File: config.mk
export PLATFORM = sky130hd
export DESIGN_NAME = lane_rx
export DESIGN_NICKNAME = d
export VERILOG_FILES = /design/src/rtl/lane_rx_pkg.sv /design/src/rtl/lane_rx_ila.sv /design/src/rtl/lane_rx.sv
export SDC_FILE = /design/constraint.sdc
export NUM_CORES = 1
export LEC_CHECK = 0
export ABC_AREA = 1
export CORE_ASPECT_RATIO = 1.5
export CORE_UTILIZATION = 53
export DETAILED_ROUTE_END_ITERATION = 8
export PLACE_DENSITY = 0.8
export SYNTH_ARGS = -nofsm -noshare
export SYNTH_HDL_FRONTEND = slang
export SYNTH_HIERARCHICAL = 1
export SYNTH_SLANG_ARGS = --single-unit
File: constraint.sdc
create_clock -name clk -period 3.07 [get_ports clk]
set_input_delay 0.921 -clock clk [delete_from_list [all_inputs] [get_ports clk]]
set_output_delay 0.921 -clock clk [all_outputs]
set_load 0.01 [all_outputs]
File: src/rtl/lane_rx_pkg.sv
// Shared constants and types for the JESD204B-style receive lane.
package lane_rx_pkg;

    localparam logic [7:0] CHAR_K = 8'hBC;
    localparam logic [7:0] CHAR_R = 8'h1C;
    localparam logic [7:0] CHAR_A = 8'h7C;
    localparam logic [7:0] CHAR_Q = 8'h9C;
    localparam logic [7:0] CHAR_F = 8'hFC;

    localparam int ILA_MF_CNT  = 4;
    localparam int ILA_CFG_OFS = 2;
    localparam int ILA_CFG_LEN = 14;

    typedef enum logic [1:0] {
        CGS_WAIT = 2'd0,
        CGS_SYNC = 2'd1,
        ILA      = 2'd2,
        DATA     = 2'd3
    } lane_state_e;

    // True when the octet is the given control character.
    function automatic logic is_char(input logic comma, input logic [7:0] data,
                                     input logic [7:0] ch);
        return comma && (data == ch);
    endfunction

endpackage

File: src/rtl/lane_rx_ila.sv
// ILA position checker and link-configuration capture.
module lane_rx_ila
    import lane_rx_pkg::*;
#(
    parameter int PW = 5
)(
    input  logic          clk,
    input  logic          rst_n,
    input  logic          active,
    input  logic          clr,
    input  logic [7:0]    data,
    input  logic          comma,
    input  logic [PW-1:0] p,
    input  logic          p_last,
    input  logic [1:0]    mc,
    output logic          err,
    output logic          done,
    output logic [7:0]    cfg_did,
    output logic [4:0]    cfg_lid,
    output logic          cfg_valid
);

    logic viol;
    logic cfg_mf;
    logic in_cfg;

    // Required content of the current ILA position; only mc = 1 carries config.
    always_comb begin
        cfg_mf = (mc == 2'd1);
        in_cfg = cfg_mf && (p >= PW'(ILA_CFG_OFS)) && (p < PW'(ILA_CFG_OFS + ILA_CFG_LEN));
        viol   = 1'b0;
        if (p == '0)
            viol = !is_char(comma, data, CHAR_R);
        else if (p_last)
            viol = !is_char(comma, data, CHAR_A);
        else if (cfg_mf && (p == PW'(1)))
            viol = !is_char(comma, data, CHAR_Q);
        else if (in_cfg)
            viol = comma;
        err  = active && viol;
        done = active && !viol && p_last && (mc == 2'(ILA_MF_CNT - 1));
    end

    // Capture DID/LID from the config multiframe; valid once that multiframe closes cleanly.
    always_ff @(posedge clk or negedge rst_n) begin
        if (!rst_n) begin
            cfg_did   <= 8'h00;
            cfg_lid   <= 5'h00;
            cfg_valid <= 1'b0;
        end else begin
            if (active && cfg_mf && (p == PW'(ILA_CFG_OFS)))
                cfg_did <= data;
            if (active && cfg_mf && (p == PW'(ILA_CFG_OFS + 2)))
                cfg_lid <= data[4:0];
            if (clr)
                cfg_valid <= 1'b0;
            else if (active && !viol && cfg_mf && p_last)
                cfg_valid <= 1'b1;
        end
    end

endmodule

File: src/rtl/lane_rx.sv
// Receive lane: CGS / ILA / DATA sequencing with /F/ and /A/ replacement undone.
//   state    | meaning
//   CGS_WAIT | sync_n low, counting consecutive /K/
//   CGS_SYNC | sync_n high, waiting for /R/ that opens the ILA
//   ILA      | checking four ILA multiframes, capturing config
//   DATA     | delivering payload, watching for /K/ loss of sync
module lane_rx
    import lane_rx_pkg::*;
#(
    parameter int F       = 2,
    parameter int K       = 16,
    parameter int CGS_CNT = 4
)(
    input  logic       clk,
    input  logic       rst_n,
    input  logic [7:0] lane_data_in,
    input  logic       lane_data_comma,
    output logic       sync_n,
    output logic [7:0] rx_data,
    output logic       rx_valid,
    output logic       rx_frame_start,
    output logic       rx_mf_start,
    output logic [7:0] cfg_did,
    output logic [4:0] cfg_lid,
    output logic       cfg_valid,
    output logic       align_err,
    output logic       ila_err,
    output logic [1:0] state
);

    localparam int OW = (F > 1) ? $clog2(F) : 1;
    localparam int KW = (K > 1) ? $clog2(K) : 1;
    localparam int PW = $clog2(F * K);
    localparam int CW = $clog2(CGS_CNT + 1);

    lane_state_e   state_q, state_nx;
    logic [OW-1:0] oc, oc_nx;
    logic [KW-1:0] fc, fc_nx;
    logic [1:0]    mc, mc_nx;
    logic [CW-1:0] k_cnt;
    logic [PW-1:0] p;
    logic          oc_last, p_last;
    logic          is_k, is_r, is_a, is_f, k_run_done;
    logic          sync_err, ila_chk_err, ila_done, cfg_clr;
    logic          replace, misplaced, out_valid;
    logic [7:0]    data_out, last_oct;

    assign is_k       = is_char(lane_data_comma, lane_data_in, CHAR_K);
    assign is_r       = is_char(lane_data_comma, lane_data_in, CHAR_R);
    assign is_a       = is_char(lane_data_comma, lane_data_in, CHAR_A);
    assign is_f       = is_char(lane_data_comma, lane_data_in, CHAR_F);
    assign k_run_done = is_k && (k_cnt == CW'(CGS_CNT - 1));
    assign oc_last    = (oc == OW'(F - 1));
    assign p_last     = oc_last && (fc == KW'(K - 1));
    assign p          = PW'(fc) * PW'(F) + PW'(oc);
    assign state      = state_q;
    assign cfg_clr    = (state_q != CGS_WAIT) && (state_nx == CGS_WAIT);
    assign out_valid  = (state_q == DATA) && (state_nx == DATA);

    lane_rx_ila #(.PW(PW)) u_ila (
        .clk       (clk),
        .rst_n     (rst_n),
        .active    (state_q == ILA),
        .clr       (cfg_clr),
        .data      (lane_data_in),
        .comma     (lane_data_comma),
        .p         (p),
        .p_last    (p_last),
        .mc        (mc),
        .err       (ila_chk_err),
        .done      (ila_done),
        .cfg_did   (cfg_did),
        .cfg_lid   (cfg_lid),
        .cfg_valid (cfg_valid)
    );

    // State register.
    always_ff @(posedge clk or negedge rst_n) begin
        if (!rst_n) state_q <= CGS_WAIT;
        else        state_q <= state_nx;
    end

    // Next-state decode.
    always_comb begin
        state_nx = state_q;
        sync_err = 1'b0;
        case (state_q)
            CGS_WAIT: if (k_run_done) state_nx = CGS_SYNC;
            CGS_SYNC: begin
                if (is_r) begin
                    state_nx = ILA;
                end else if (!is_k) begin
                    state_nx = CGS_WAIT;
                    sync_err = 1'b1;
                end
            end
            ILA: begin
                if (ila_chk_err)   state_nx = CGS_WAIT;
                else if (ila_done) state_nx = DATA;
            end
            DATA:     if (k_run_done) state_nx = CGS_WAIT;
            default:  state_nx = CGS_WAIT;
        endcase
    end

    // Position counters advance one octet; counters sit at 0 outside ILA/DATA so the /R/ is p = 0.
    always_comb begin
        oc_nx = oc;
        fc_nx = fc;
        mc_nx = mc;
        if (oc_last) begin
            oc_nx = '0;
            if (fc == KW'(K - 1)) begin
                fc_nx = '0;
                mc_nx = mc + 2'd1;
            end else begin
                fc_nx = fc + KW'(1);
            end
        end else begin
            oc_nx = oc + OW'(1);
        end
    end

    // /F/ and /A/ are only legal at frame / multiframe ends; there they stand for the previous frame's last octet.
    always_comb begin
        replace   = (is_a && p_last) || (is_f && oc_last && !p_last);
        misplaced = (is_a || is_f) && !replace;
        data_out  = replace ? last_oct : lane_data_in;
    end

    // Counter and /K/ run-length registers.
    always_ff @(posedge clk or negedge rst_n) begin
        if (!rst_n) begin
            oc    <= '0;
            fc    <= '0;
            mc    <= '0;
            k_cnt <= '0;
        end else begin
            if ((state_nx == ILA) || (state_nx == DATA)) begin
                oc <= oc_nx;
                fc <= fc_nx;
                mc <= mc_nx;
            end else begin
                oc <= '0;
                fc <= '0;
                mc <= '0;
            end
            if (((state_q == CGS_WAIT) || (state_q == DATA)) && is_k && !k_run_done)
                k_cnt <= k_cnt + CW'(1);
            else
                k_cnt <= '0;
        end
    end

    // Registered outputs; rx_* lag the input octet by one cycle.
    always_ff @(posedge clk or negedge rst_n) begin
        if (!rst_n) begin
            sync_n         <= 1'b0;
            rx_data        <= 8'h00;
            rx_valid       <= 1'b0;
            rx_frame_start <= 1'b0;
            rx_mf_start    <= 1'b0;
            align_err      <= 1'b0;
            ila_err        <= 1'b0;
            last_oct       <= 8'h00;
        end else begin
            sync_n         <= (state_nx != CGS_WAIT);
            rx_valid       <= out_valid;
            rx_data        <= out_valid ? data_out : 8'h00;
            rx_frame_start <= out_valid && (oc == '0);
            rx_mf_start    <= out_valid && (p == '0);
            align_err      <= (state_q == DATA) && misplaced;
            ila_err        <= sync_err || ila_chk_err;
            if ((state_q == DATA) && oc_last)
                last_oct <= data_out;
        end
    end

endmodule

* After elaboration in Yosys (flattened, before gate mapping)
Index checks and enable logic that the tools add are counted.
Word-level totals: register bits after elaboration 48, input port bits 11, output and inout port bits 30, word-level logic and storage cells 120
Operators by class: $add $sub $neg 5, bitwise logic cells 1, $lt $le $gt $ge 2, mux-type cells 27, reductions and logical operators 50, eq/ne operators 19
Operators by type and width (number):
- logical AND 1 bit | 31
- equality test 8 bit (second input constant) | 3
- two-way mux 2 bit | 9
- two-way mux 8 bit | 2
- two-way mux 4 bit | 3
- two-way mux 1 bit | 11
- equality test 2 bit (second input constant) | 5
- equality test 8 x 5 -> 1 bit (second input constant) | 1
- equality test 8 x 7 -> 1 bit (second input constant) | 1
- one-hot mux 2 bit (4 select lines) | 1
- logical NOT 1 bit | 7
- nonzero test 2 bit | 3
- adder 5 x 1 -> 5 bit | 1
- equality test 5 x 1 -> 1 bit (second input constant) | 1
- equality test 5 x 2 -> 1 bit (second input constant) | 1
- equality test 5 x 3 -> 1 bit (second input constant) | 1
- >= comparator 5 x 2 -> 1 bit (second input constant) | 1
- logical NOT 5 bit | 1
- logical OR 1 bit | 5
- < comparator 5 bit (second input constant) | 1
- adder 4 x 1 -> 4 bit (second input constant) | 1
- equality test 2 x 1 -> 1 bit (second input constant) | 2
- equality test 4 bit (second input constant) | 1
- logical NOT 2 bit | 2
- other kinds (8) | 9

* Depth between registers and ports, before layout
Gate-level depths: netlist (run 1).
word-level depth 19, gate-level depth with buffers 22, gate-level depth less buffers 21

* By module
The synthesis (run 1) kept the hierarchy.
Modules (own cells, without submodules):
- lane_rx | cells an instance 183, area an instance 1757.9 µm², seq. area each 850.8 µm², instances 1
- lane_rx_ila | cells an instance 91, area an instance 752.0 µm², seq. area each 350.3 µm², instances 1

* Worst setup path after synthesis (run 1)
No wires, ideal clock.
path type reg-to-reg, from reg fc[1], to reg rx_data[1], setup time 0.119 ns, buffers on the path 1, arrival 2.335 ns, required time 2.951 ns, setup slack 0.616 ns, period minus slack after synthesis 2.454 ns, cell stages (with the launch flop) 23, cell sequence dfrtp_1 > ha_1 > nand3_2 > nor2_1 > inv_1 > nand2_1 > nor2_1 > nand2_1 > nand2_1 > nand2_1 > nand2_2 > and2_4 > nor2_1 > inv_1 > nand2_1 > a21oi_1 > nor2_1 > nand3_1 > nand2_2 > nand2_4 > nand3_4 > buf_12 > nor2_2
On the way: elaborated cells on any way between the ends 30, classes of those cells add/sub: 1; order compare: 2; eq/ne: 3; mux: 9; reduce/logical: 15
RTL lines:
- start: declaration | RTL line lane_rx.sv:38 | logic [KW-1:0] fc, fc_nx;
- start signal: assignment | RTL line lane_rx.sv:141 | fc <= fc_nx;
- equality test 4 bit | RTL line lane_rx.sv:54 | assign p_last = oc_last && (fc == KW'(K - 1));
- logical AND 1 bit | RTL line lane_rx.sv:54
- named net p_last | RTL line lane_rx.sv:42 | logic oc_last, p_last;
- two-way mux 1 bit | RTL line lane_rx_ila.sv:34 | else if (p_last)
- two-way mux 1 bit | RTL line lane_rx_ila.sv:32 | if (p == '0)
- logical AND 1 bit | RTL line lane_rx_ila.sv:40 | err = active && viol;
- named net ila_chk_err | RTL line lane_rx.sv:44 | logic sync_err, ila_chk_err, ila_done, cfg_clr;
- two-way mux 2 bit | RTL line lane_rx.sv:98 | if (ila_chk_err) state_nx = CGS_WAIT;
- one-hot mux 2 bit (4 select lines) | RTL line lane_rx.sv:87 | case (state_q)
- named net state_nx[1] | RTL line lane_rx.sv:36 | lane_state_e state_q, state_nx;
- equality test 2 bit | RTL line lane_rx.sv:58 | assign out_valid = (state_q == DATA) && (state_nx == DATA);
- logical AND 1 bit | RTL line lane_rx.sv:58
- two-way mux 8 bit | RTL line lane_rx.sv:169 | rx_data <= out_valid ? data_out : 8'h00;
- end signal: assignment | RTL line lane_rx.sv:169
- end: declaration | RTL line lane_rx.sv:19 | output logic [7:0] rx_data,
The timed path passes the listed nets, and every way through them passes these cells. A chain may end at the register's enable or synchronous reset.

* Final worst setup path (run 1)
from in lane_data_comma, to reg rx_data[7]
On the way: longest elaborated chain between the ends 15, elaborated cells on any way between the ends 33, classes of those cells eq/ne: 1; mux: 13; reduce/logical: 19
Ends and longest elaborated chain:
- start: declaration | RTL line lane_rx.sv:17 | input logic lane_data_comma,
- logical AND 1 bit | RTL line lane_rx_pkg.sv:24 | return comma && (data == ch);
- logical NOT 1 bit | RTL line lane_rx_ila.sv:37 | viol = !is_char(comma, data, CHAR_Q);
- two-way mux 1 bit | RTL line lane_rx_ila.sv:36 | else if (cfg_mf && (p == PW'(1)))
- two-way mux 1 bit | RTL line lane_rx_ila.sv:34
- two-way mux 1 bit * | RTL line lane_rx_ila.sv:32
- logical NOT 1 bit * | RTL line lane_rx_ila.sv:41 | done = active && !viol && p_last && (mc == 2'(ILA_MF_CNT - 1));
- logical AND 1 bit * (3 in series) | RTL line lane_rx_ila.sv:41
- named net ila_done | RTL line lane_rx.sv:44
- two-way mux 2 bit * | RTL line lane_rx.sv:99 | else if (ila_done) state_nx = DATA;
- two-way mux 2 bit * | RTL line lane_rx.sv:98
- one-hot mux 2 bit (4 select lines) * | RTL line lane_rx.sv:87
- named net state_nx[0] | RTL line lane_rx.sv:36
- equality test 2 bit * | RTL line lane_rx.sv:58
- logical AND 1 bit * | RTL line lane_rx.sv:58
- two-way mux 8 bit * | RTL line lane_rx.sv:169
Mark *: on every way through the listed nets, which the timed path passes. The rest lies on a longest branch.

==> results by stage, run 1 <==
Outcome:
- The run finished with clean final reports.

Power and ir drop:
- VDD sags by at most 0.372 mV.
- The power per cell area is 385 nW/µm².
- The leakage power is 1.55 nW.

Global route:
- The wire length of the first global-routing pass is 8940 µm.
- The number of antenna violations at the first check in global routing is 0.
- Entering global routing, the biggest net connects 27 pins.
- The overall overflow remaining after global route is 0.
- The total global-route track usage is 23.6%.
- The number of global-route vias before repair came to 2104.

Critical path:
- In this run the worst path has a maximum fanout of 7.
- The endpoint of the lowest-slack register-to-register path is fc[0].
- STA classifies the critical path endpoint as a register.
- The critical path launch point type is an input pin.
- Data arrives at the worst endpoint at 3160 ps.
- The worst register-to-register path has a setup slack of 310 ps.
- Tracing the worst setup path back leads to its startpoint at lane_data_comma.
- The kind of critical path is input pin to register.
- The worst register-to-register path has a depth of 22.
- The startpoint identified for the worst register-to-register timing path is fc[1].
- The data required time at the worst endpoint is 3310 ps.

Synth:
- Averaged over all synthesized cells, the footprint is 9.16 µm².
- The number of instances in the synthesized netlist is 274.
- The warning count from the yosys run is 6.
- The share of synthesized flip-flops with an asynchronous set or reset is 100%.
- The synthesized design contains 0 enable-type register cells.
- Summing every instance area after synthesis gives 2510 µm².
- In the synthesized netlist the dominant register cell turns out to be dfrtp_1.
- The number of register bits inferred by synthesis is 48.
- The total nets after synthesis is 293.
- The area share of the largest cell type after synthesis is 47.9%.
- The share of synthesized area occupied by flip-flops and latches is 47.9%.
- The number of different library cells used by synthesis comes to 36.
- The most area-hungry cell type in the Yosys netlist is dfrtp_1.
- Ranked by total cell area, the synthesized netlist is headed by dfrtp_1 (48%), nand2_1 (7.6%), inv_1 (4.8%).

Timing:
- Setup violations remaining at the end of the flow were counted as 0.
- The worst path needs 2920 ps of the cycle, external delays included.
- Setup repair after global routing left no endpoint under its margin.
- The actual transition at the worst max-transition pin is 500 ps.
- The hold violation total from the final report is 0.
- The final max-slew violation count is 0.
- The clock skew is 8.35 ps.
- The top achievable clock speed is 343 MHz.
- The sum of negative setup slack is 0 ps.
- Headroom to the max-slew limit came out at 66.6%.
- In the finished design, the share of the clock period the worst path needs comes to 95.0%.

Clocking:
- The H-tree generated during clock tree synthesis spans 2 levels.
- The TritonCTS clock tree is done.
- The longest clock path from root to sink contains 2 buffers.
- The clock sink count is 48.
- The CTS clock-pin slew for the worst setup and hold paths is 80 ps.
- After clock tree synthesis, the flow added hold-fix buffers numbering 0.
- The clock reaches the later pin of the worst-skew pair after 310 ps.
- The library cell used as clock root buffer is clkbuf_8.
- Clock tree synthesis inserted a total of 5 buffers.

Placement:
- The congestion estimate from routability-driven global placement came to 0.806.
- The quantity of I/O buffers inserted on ports is 40.
- After legalization and detailed placement, the total HPWL measured 3900 µm.

Floorplanning:
- The overall die height is 86.3 µm.
- In this run the core area contains 30 standard-cell rows.
- The total core area is 4540 µm².
- The die is 58.2 µm wide.
- The initial core utilization is 55.3%.
- The die covers 5020 µm².
- During I/O placement, the number of pins put on the boundary was 41.

Route:
- The first detailed-routing pass took 4 iterations.
- The via count is 2064.
- The DRC violation total after the first TritonRoute iteration is 95.
- The vias per cell is 5.03.
- The detailed-route DRC error count is 0.
- Dividing the detail-routed wire length by the instance count gives 13.1 µm.
- The total detailed-routing wirelength is 5360 µm.
- The post-route antenna net violation count is 0.

Run:
- Max-cap violations in this run came to 0.

Layout:
- 0 antenna diodes ended up in the layout.
- Cells fill 71.9% of the core in the end.
- The most common library cell in the layout ignoring fill and taps is nand2_1.
- The number of nets in the layout is 364.
- The area overhead of the layout relative to synthesis is 30.1%.
- Leaving out fill and tap cells, the most frequent cells in the layout are nand2_1 (51), dfrtp_1 (48), clkdlybuf4s50_1 (38).
- Cells with a size suffix above 1 make up 27.7% of the layout.

Worst hold path:
- The startpoint identified for the worst hold timing path is k_cnt[0].
- The worst hold-check path type is register to register.
- The cell depth of the worst hold path is 1.
- The worst min-delay path endpoint is k_cnt[0].
-- how the worst max path moves through the flow --
stage / cells past startpoint / to / slack, ps
finish: 16 / rx_data[7] / 150
global route: 16 / rx_mf_start / 20
CTS: 17 / rx_data[0] / 50
detailed placement: 15 / rx_data[0] / -200
global placement: 15 / rx_data[0] / -130
floorplan: 22 / rx_data[1] / 620
-- worst max-delay path, stage by stage --
cell	delay, ps
clkdlybuf4s50_1	490
nand3_1	110
nor3_2	170
buf_4	150
nand3_1	60
nand2_1	80
and2_4	150
nand2_2	50
nor2_2	70
inv_1	60
o31ai_1	240
nand2_1	120
nand2_2	100
nand3_4	120
buf_4	180
nor2_2	70
-- state kept, by name (all words and copies together), names as in the netlist, 2 cells and up --
| name | flops |
|---|---|
| fc | 4 |
| u_ila/cfg_lid | 5 |
| u_ila/cfg_did | 8 |
| last_oct | 8 |
| state | 2 |
| mc | 2 |
| rx_data | 8 |
| k_cnt | 3 |
-- power breakdown --
group	leakage [nW]	internal, mW	switching [mW]
combinational	0.935	0.0854	0.127
clock	0.0434	0.182	0.212
sequential	0.567	0.642	0.00745
-- Yosys cell counts (4+ instances only) --
master	n
nor2_1	26
dfrtp_1	48
nand3_2	4
ha_1	8
nand3_1	16
inv_1	32
nand2_2	8
nand4_1	4
nand2_1	51
a21oi_1	6
o21ai_2	8
o21ai_1	13
inv_2	4
nor2_4	7
a21oi_2	6
nor2_2	10
-- final cells by class --
class	count	area (µm²)
tap	64	80.1
clock inverter	2	15.0
timing repair buffer	69	616
inverter	36	135
sequential	48	1200
fill	332	1280
multi-input combinational	185	1130
clock buffer	6	82.6
-- metrics by stage --
stage	hold slack [ps]	cells	worst slack (ps)	area, µm²	power (mW)
after floorplan	410	274	616	2510	0.770
after global placement	420	396	-127	3110	0.865
after detailed placement	426	396	-203	3110	0.868
after CTS	438	404	52.7	3200	1.26
after global routing	456	410	18.4	3260	1.31
final	435	410	153	3260	1.26
-- repair_timing --
action                                  4_1_cts  5_1_grt
buffers inserted                              0        6
resized for setup                             0        5
endpoints found under the setup margin        0       18
-- kinds of logic (layout without fill, tap and decap cells) --
kind of cell,count (synthesis),count (layout),share of synthesized area (%)
compound gates,35,35,9.62
xor+xnor,3,3,1.05
mux,2,2,0.897
buf+inv,41,113,7.43
fa+ha+maj,8,8,3.99
simple gates,137,137,29.2
flops,48,48,47.9
-- metal layers --
layer	GRT usage, %	wire, µm
met1	25.8	2060
met2	41.5	2830
met3	4.18	195
met4	14.3	269
met5	0	0
(Power assumes the default switching activity.)
==> run 2: changes to the inputs <==
--- a/config.mk
+++ b/config.mk
@@ -7,10 +7,9 @@
 export LEC_CHECK = 0
 export ABC_AREA = 1
 export CORE_ASPECT_RATIO = 1.5
-export CORE_UTILIZATION = 53
+export CORE_UTILIZATION = 52
 export DETAILED_ROUTE_END_ITERATION = 8
 export PLACE_DENSITY = 0.8
 export SYNTH_ARGS = -nofsm -noshare
 export SYNTH_HDL_FRONTEND = slang
-export SYNTH_HIERARCHICAL = 1
 export SYNTH_SLANG_ARGS = --single-unit
==> run 2 against run 1 <==
  * The run now ends with design-rule violations left
  * Critical path depth decreased by 4
  * Worst setup slack improved by 140 ps
  * Worst hold slack improved by 9.3 ps
  * Cell count decreased by 15%
  * Non-clock buffer count decreased by 26
  * Sequential share of layout area increased by 4.5 points
  * Critical path type unchanged
==> results by stage, run 2 <==
Placement:
- The cell area after placement is 2830 µm².
- Before CTS, the worst setup slack after placement is -2.09 ps.
- The placed wire-length estimate after detailed placement is 3640 µm.
- Input and output buffers added on the ports amount to 40.
- At the end of routability-driven placement, the weighted congestion stood at 1.04.

Clocking:
- The hold buffer count at CTS is 0.
- After clock tree synthesis, the clock-pin slew on the worst setup and hold paths is 80 ps.
- Buffers inserted during clock tree synthesis total 5.
- The clock net in this run drives a total of 48 sinks.
- The worst-skew pair later-pin latency is 290 ps.
- The number of gates resized after CTS was 0.
- The post-CTS setup repair buffer count is 0.
- The number of buffers on the longest clock path is 2.
- The tree is rooted in a clkbuf_8.
- The clock tree synthesis step divided the H-tree into 2 levels.
- TritonCTS built the clock tree.

Route:
- The total iterations of the first detailed-routing run is 6.
- After detailed routing, the total wire length is 4680 µm.
- The detailed-route DRC error count is 6.
- The post-route antenna net violation count is 0.
- The vias per cell is 5.24.
- The DRC violation total after the first TritonRoute iteration is 97.
- For this block, the via count after detailed routing is 1830.
- In the final routed layout, each cell accounts on average for 13.4 µm.

Floorplanning:
- The die covers 4850 µm².
- The row count is 29.
- The total core area is 4320 µm².
- 41 I/O pins were placed.
- The overall die width is 57.2 µm.
- The overall die height is 84.8 µm.
- The initial core utilization is 55.1%.

Worst hold path:
- In this run the most critical hold path is launched from k_cnt[0].
- The cell depth of the worst hold path is 1.
- The worst hold path belongs to the class register to register.
- The path with the worst hold slack has its endpoint at k_cnt[0].

Timing:
- The final max-slew violation count is 0.
- The number of setup violations in the final report is 0.
- Final hold analysis gives a worst-case slack of 444 ps.
- Once routing completed, OpenROAD measured the worst setup slack at 289 ps.
- The clock skew is 3.10 ps.
- Based on the critical path, the design can be clocked at up to 360 MHz.
- Setup repair after global routing left no endpoint under its margin.
- For the pin with the worst max-slew slack, the measured transition is 475 ps.
- The hold violation total from the final report is 0.
- After layout, the worst path uses 90.6% of the clock period.
- The final critical delay including setup and external delays is 2780 ps.
- Measured against its own limit, the worst slew margin works out to 68.3%.

Synth:
- Ranked by total cell area, the synthesized netlist is headed by dfrtp_1 (51%), nand2_1 (8.2%), ha_1 (5.8%).
- The commonest register cell after synthesis is dfrtp_1.
- Of the total synthesized cell area, the portion taken by AND, OR, NAND and NOR gates is 30.0%.
- The share of synthesized flip-flops with an asynchronous set or reset is 100%.
- The count of flip-flops with a built-in enable after synthesis is 0.
- The summed instance area of the synthesized netlist is 2380 µm².
- In the synthesized netlist, the number of instances is 257.
- Yosys printed 0 warnings.
- The complex-gate fraction of the synthesized area is 7.42%.
- Synthesis produced a netlist with a net count of 279.
- In this run, distinct cell masters in the synthesized netlist total 32.
- The synthesized design spends more area on one cell type than any other, namely dfrtp_1.
- The mean post-synth cell area is 9.25 µm².
- Counting flops and latches in the post-synthesis netlist gives 48.
- Of the post-synthesis cell area, the part taken by muxes is 0%.
- The combinational family with the most area after synthesis is simple AND/OR/NAND/NOR gates.
- After synthesis, the largest area contributor takes up 50.5% of total cell area.
- Sequential cells were found to cover 50.5% of the synthesized design area.
- After synthesis, the most frequently instantiated cells are nand2_1 (52), dfrtp_1 (48), inv_1 (27), nor2_1 (24), o21ai_0 (20).
- Of the total synthesized cell area, the portion taken by XOR and XNOR cells is 0.737%.
- The most repeated cell in the gate-level netlist after synthesis is nand2_1.
- The share of synthesized cell area in full adder, half adder and majority cells is 5.79%.

Critical path:
- The nature of the critical path endpoint is a register.
- At the worst endpoint, the arrival time is 2970 ps.
- The kind of critical path is input pin to register.
- Walking the worst path, the cells encountered are clkdlybuf4s50_1, nand3_2, nor3_2, nand2_2, nand2_2, nor2_1, nor3_2, nand3_2, nand3_1, inv_1, nand2_1, nand2_1.
- The worst register-to-register path has a depth of 9.
- The worst register-to-register path begins at fc[0].
- At the worst endpoint, the required time is 3260 ps.
- In this run the worst path has a maximum fanout of 6.
- The endpoint identified for the worst register-to-register timing path is last_oct[2].
- The largest single stage delay on the critical path is 600 ps.
- The slowest stage of the critical path is the clkdlybuf4s50_1 cell.
- The critical path launch point type is an input pin.
- The category of cells accounting for the largest share of critical-path delay is simple AND/OR/NAND/NOR gates.
- In this run the register-to-register setup slack is 940 ps.
- The number of buffers and inverters on the critical path is 2.

Layout:
- The area of all placed cells without fillers is 2910 µm².
- Leaving out fill and tap cells, the most frequent cell in the layout is nand2_1.
- The largest registers in the layout are last_oct x8, rx_data x8, u_ila.cfg_did x8.
- In the layout the commonest cells are nand2_1 (52), dfrtp_1 (48), clkdlybuf4s50_1 (39).
- The number of diodes is 0.
- The area overhead of the layout relative to synthesis is 22.3%.
- The core utilization of the finished layout is 67.3%.
- The fraction of layout cells with a size suffix above 1 is 15.5%.
- The number of nets in the layout is 325.

Power and ir drop:
- The power per cell area is 638 nW/µm².
- The leakage power is 1.38 nW.
- Total power for the finished layout comes to 1.85 mW.
- The worst supply voltage drop on vdd is 0.458 mV.

Global route:
- The number of antenna violations at the first check in global routing was 0.
- The largest net degree at the start of global routing is 29.
- The first global-routing pass estimated 8120 µm of wire.
- The total global-route track usage is 21.7%.
- The number of global-route vias before repair came to 1841.
- The overall overflow remaining after global route is 0.

Outcome:
- The checks that failed: design-rule violations.
- The flow ran to the end, but the final reports show violations.

Run:
- The max-capacitance violation count is 0.
[run 2: cell types whose count changed in the layout (fill, tap and decap cells not counted), sizes merged, moves of 7 or more]
cell / change
buf: -26
inv: -7
nor2: -16
nor3: +13
[run 2: through the flow]
step | TNS, ps | std cells
floorplan | 0 | 257
global placement | 0 | 342
detailed placement | -2.09 | 342
CTS | 0 | 349
global route | 0 | 349
finish | 0 | 349
[run 2: cell families (layout without fill, tap and decap cells)]
group	count (synthesis)	after routing
adders and majority gates	11	11
and+or+nand+nor	130	130
DFF	48	48
xor gates and xnor gates	2	2
buffers and inverters	33	79
AOI/OAI and AO/OA	33	33
[run 2: power breakdown]
group | internal (mW) | total, mW | switching [mW] | leakage (nW)
clock | 0.155 | 0.343 | 0.188 | 0.0410
sequential | 0.735 | 0.816 | 0.0805 | 0.577
combinational | 0.242 | 0.695 | 0.453 | 0.766
[run 2: per-layer routing]
metal  up-vias  global-route usage (%)  share of wire (%)
met3        12                    3.96                3.9
met4         0                    8.87                2.8
met1       850                    24.6                 40
li1        920                       -                  -
met2        48                    39.4                 53
met5         -                       0                  0
[run 2: worst max-delay path by stage]
stage / slack, ps / to / start / cells after the start
after floorplan: 840 / fc[3] / lane_data_in[6] / 12
after global placement: 40 / fc[3] / lane_data_in[6] / 13
after detailed placement: -2 / fc[3] / lane_data_comma / 12
after CTS: 310 / fc[3] / lane_data_comma / 12
after global routing: 120 / fc[3] / lane_data_comma / 12
final: 290 / fc[3] / lane_data_comma / 12
[run 2: area by class of cell]
| cell class | count | area [µm²] |
|---|---|---|
| fillers | 341 | 1410 |
| flip-flops and latches | 48 | 1200 |
| multi-input cells | 176 | 1040 |
| repair buffers | 43 | 418 |
| inverters | 29 | 109 |
| clock buffers | 6 | 72.6 |
| well taps | 46 | 57.6 |
| clock inverters | 1 | 5.00 |
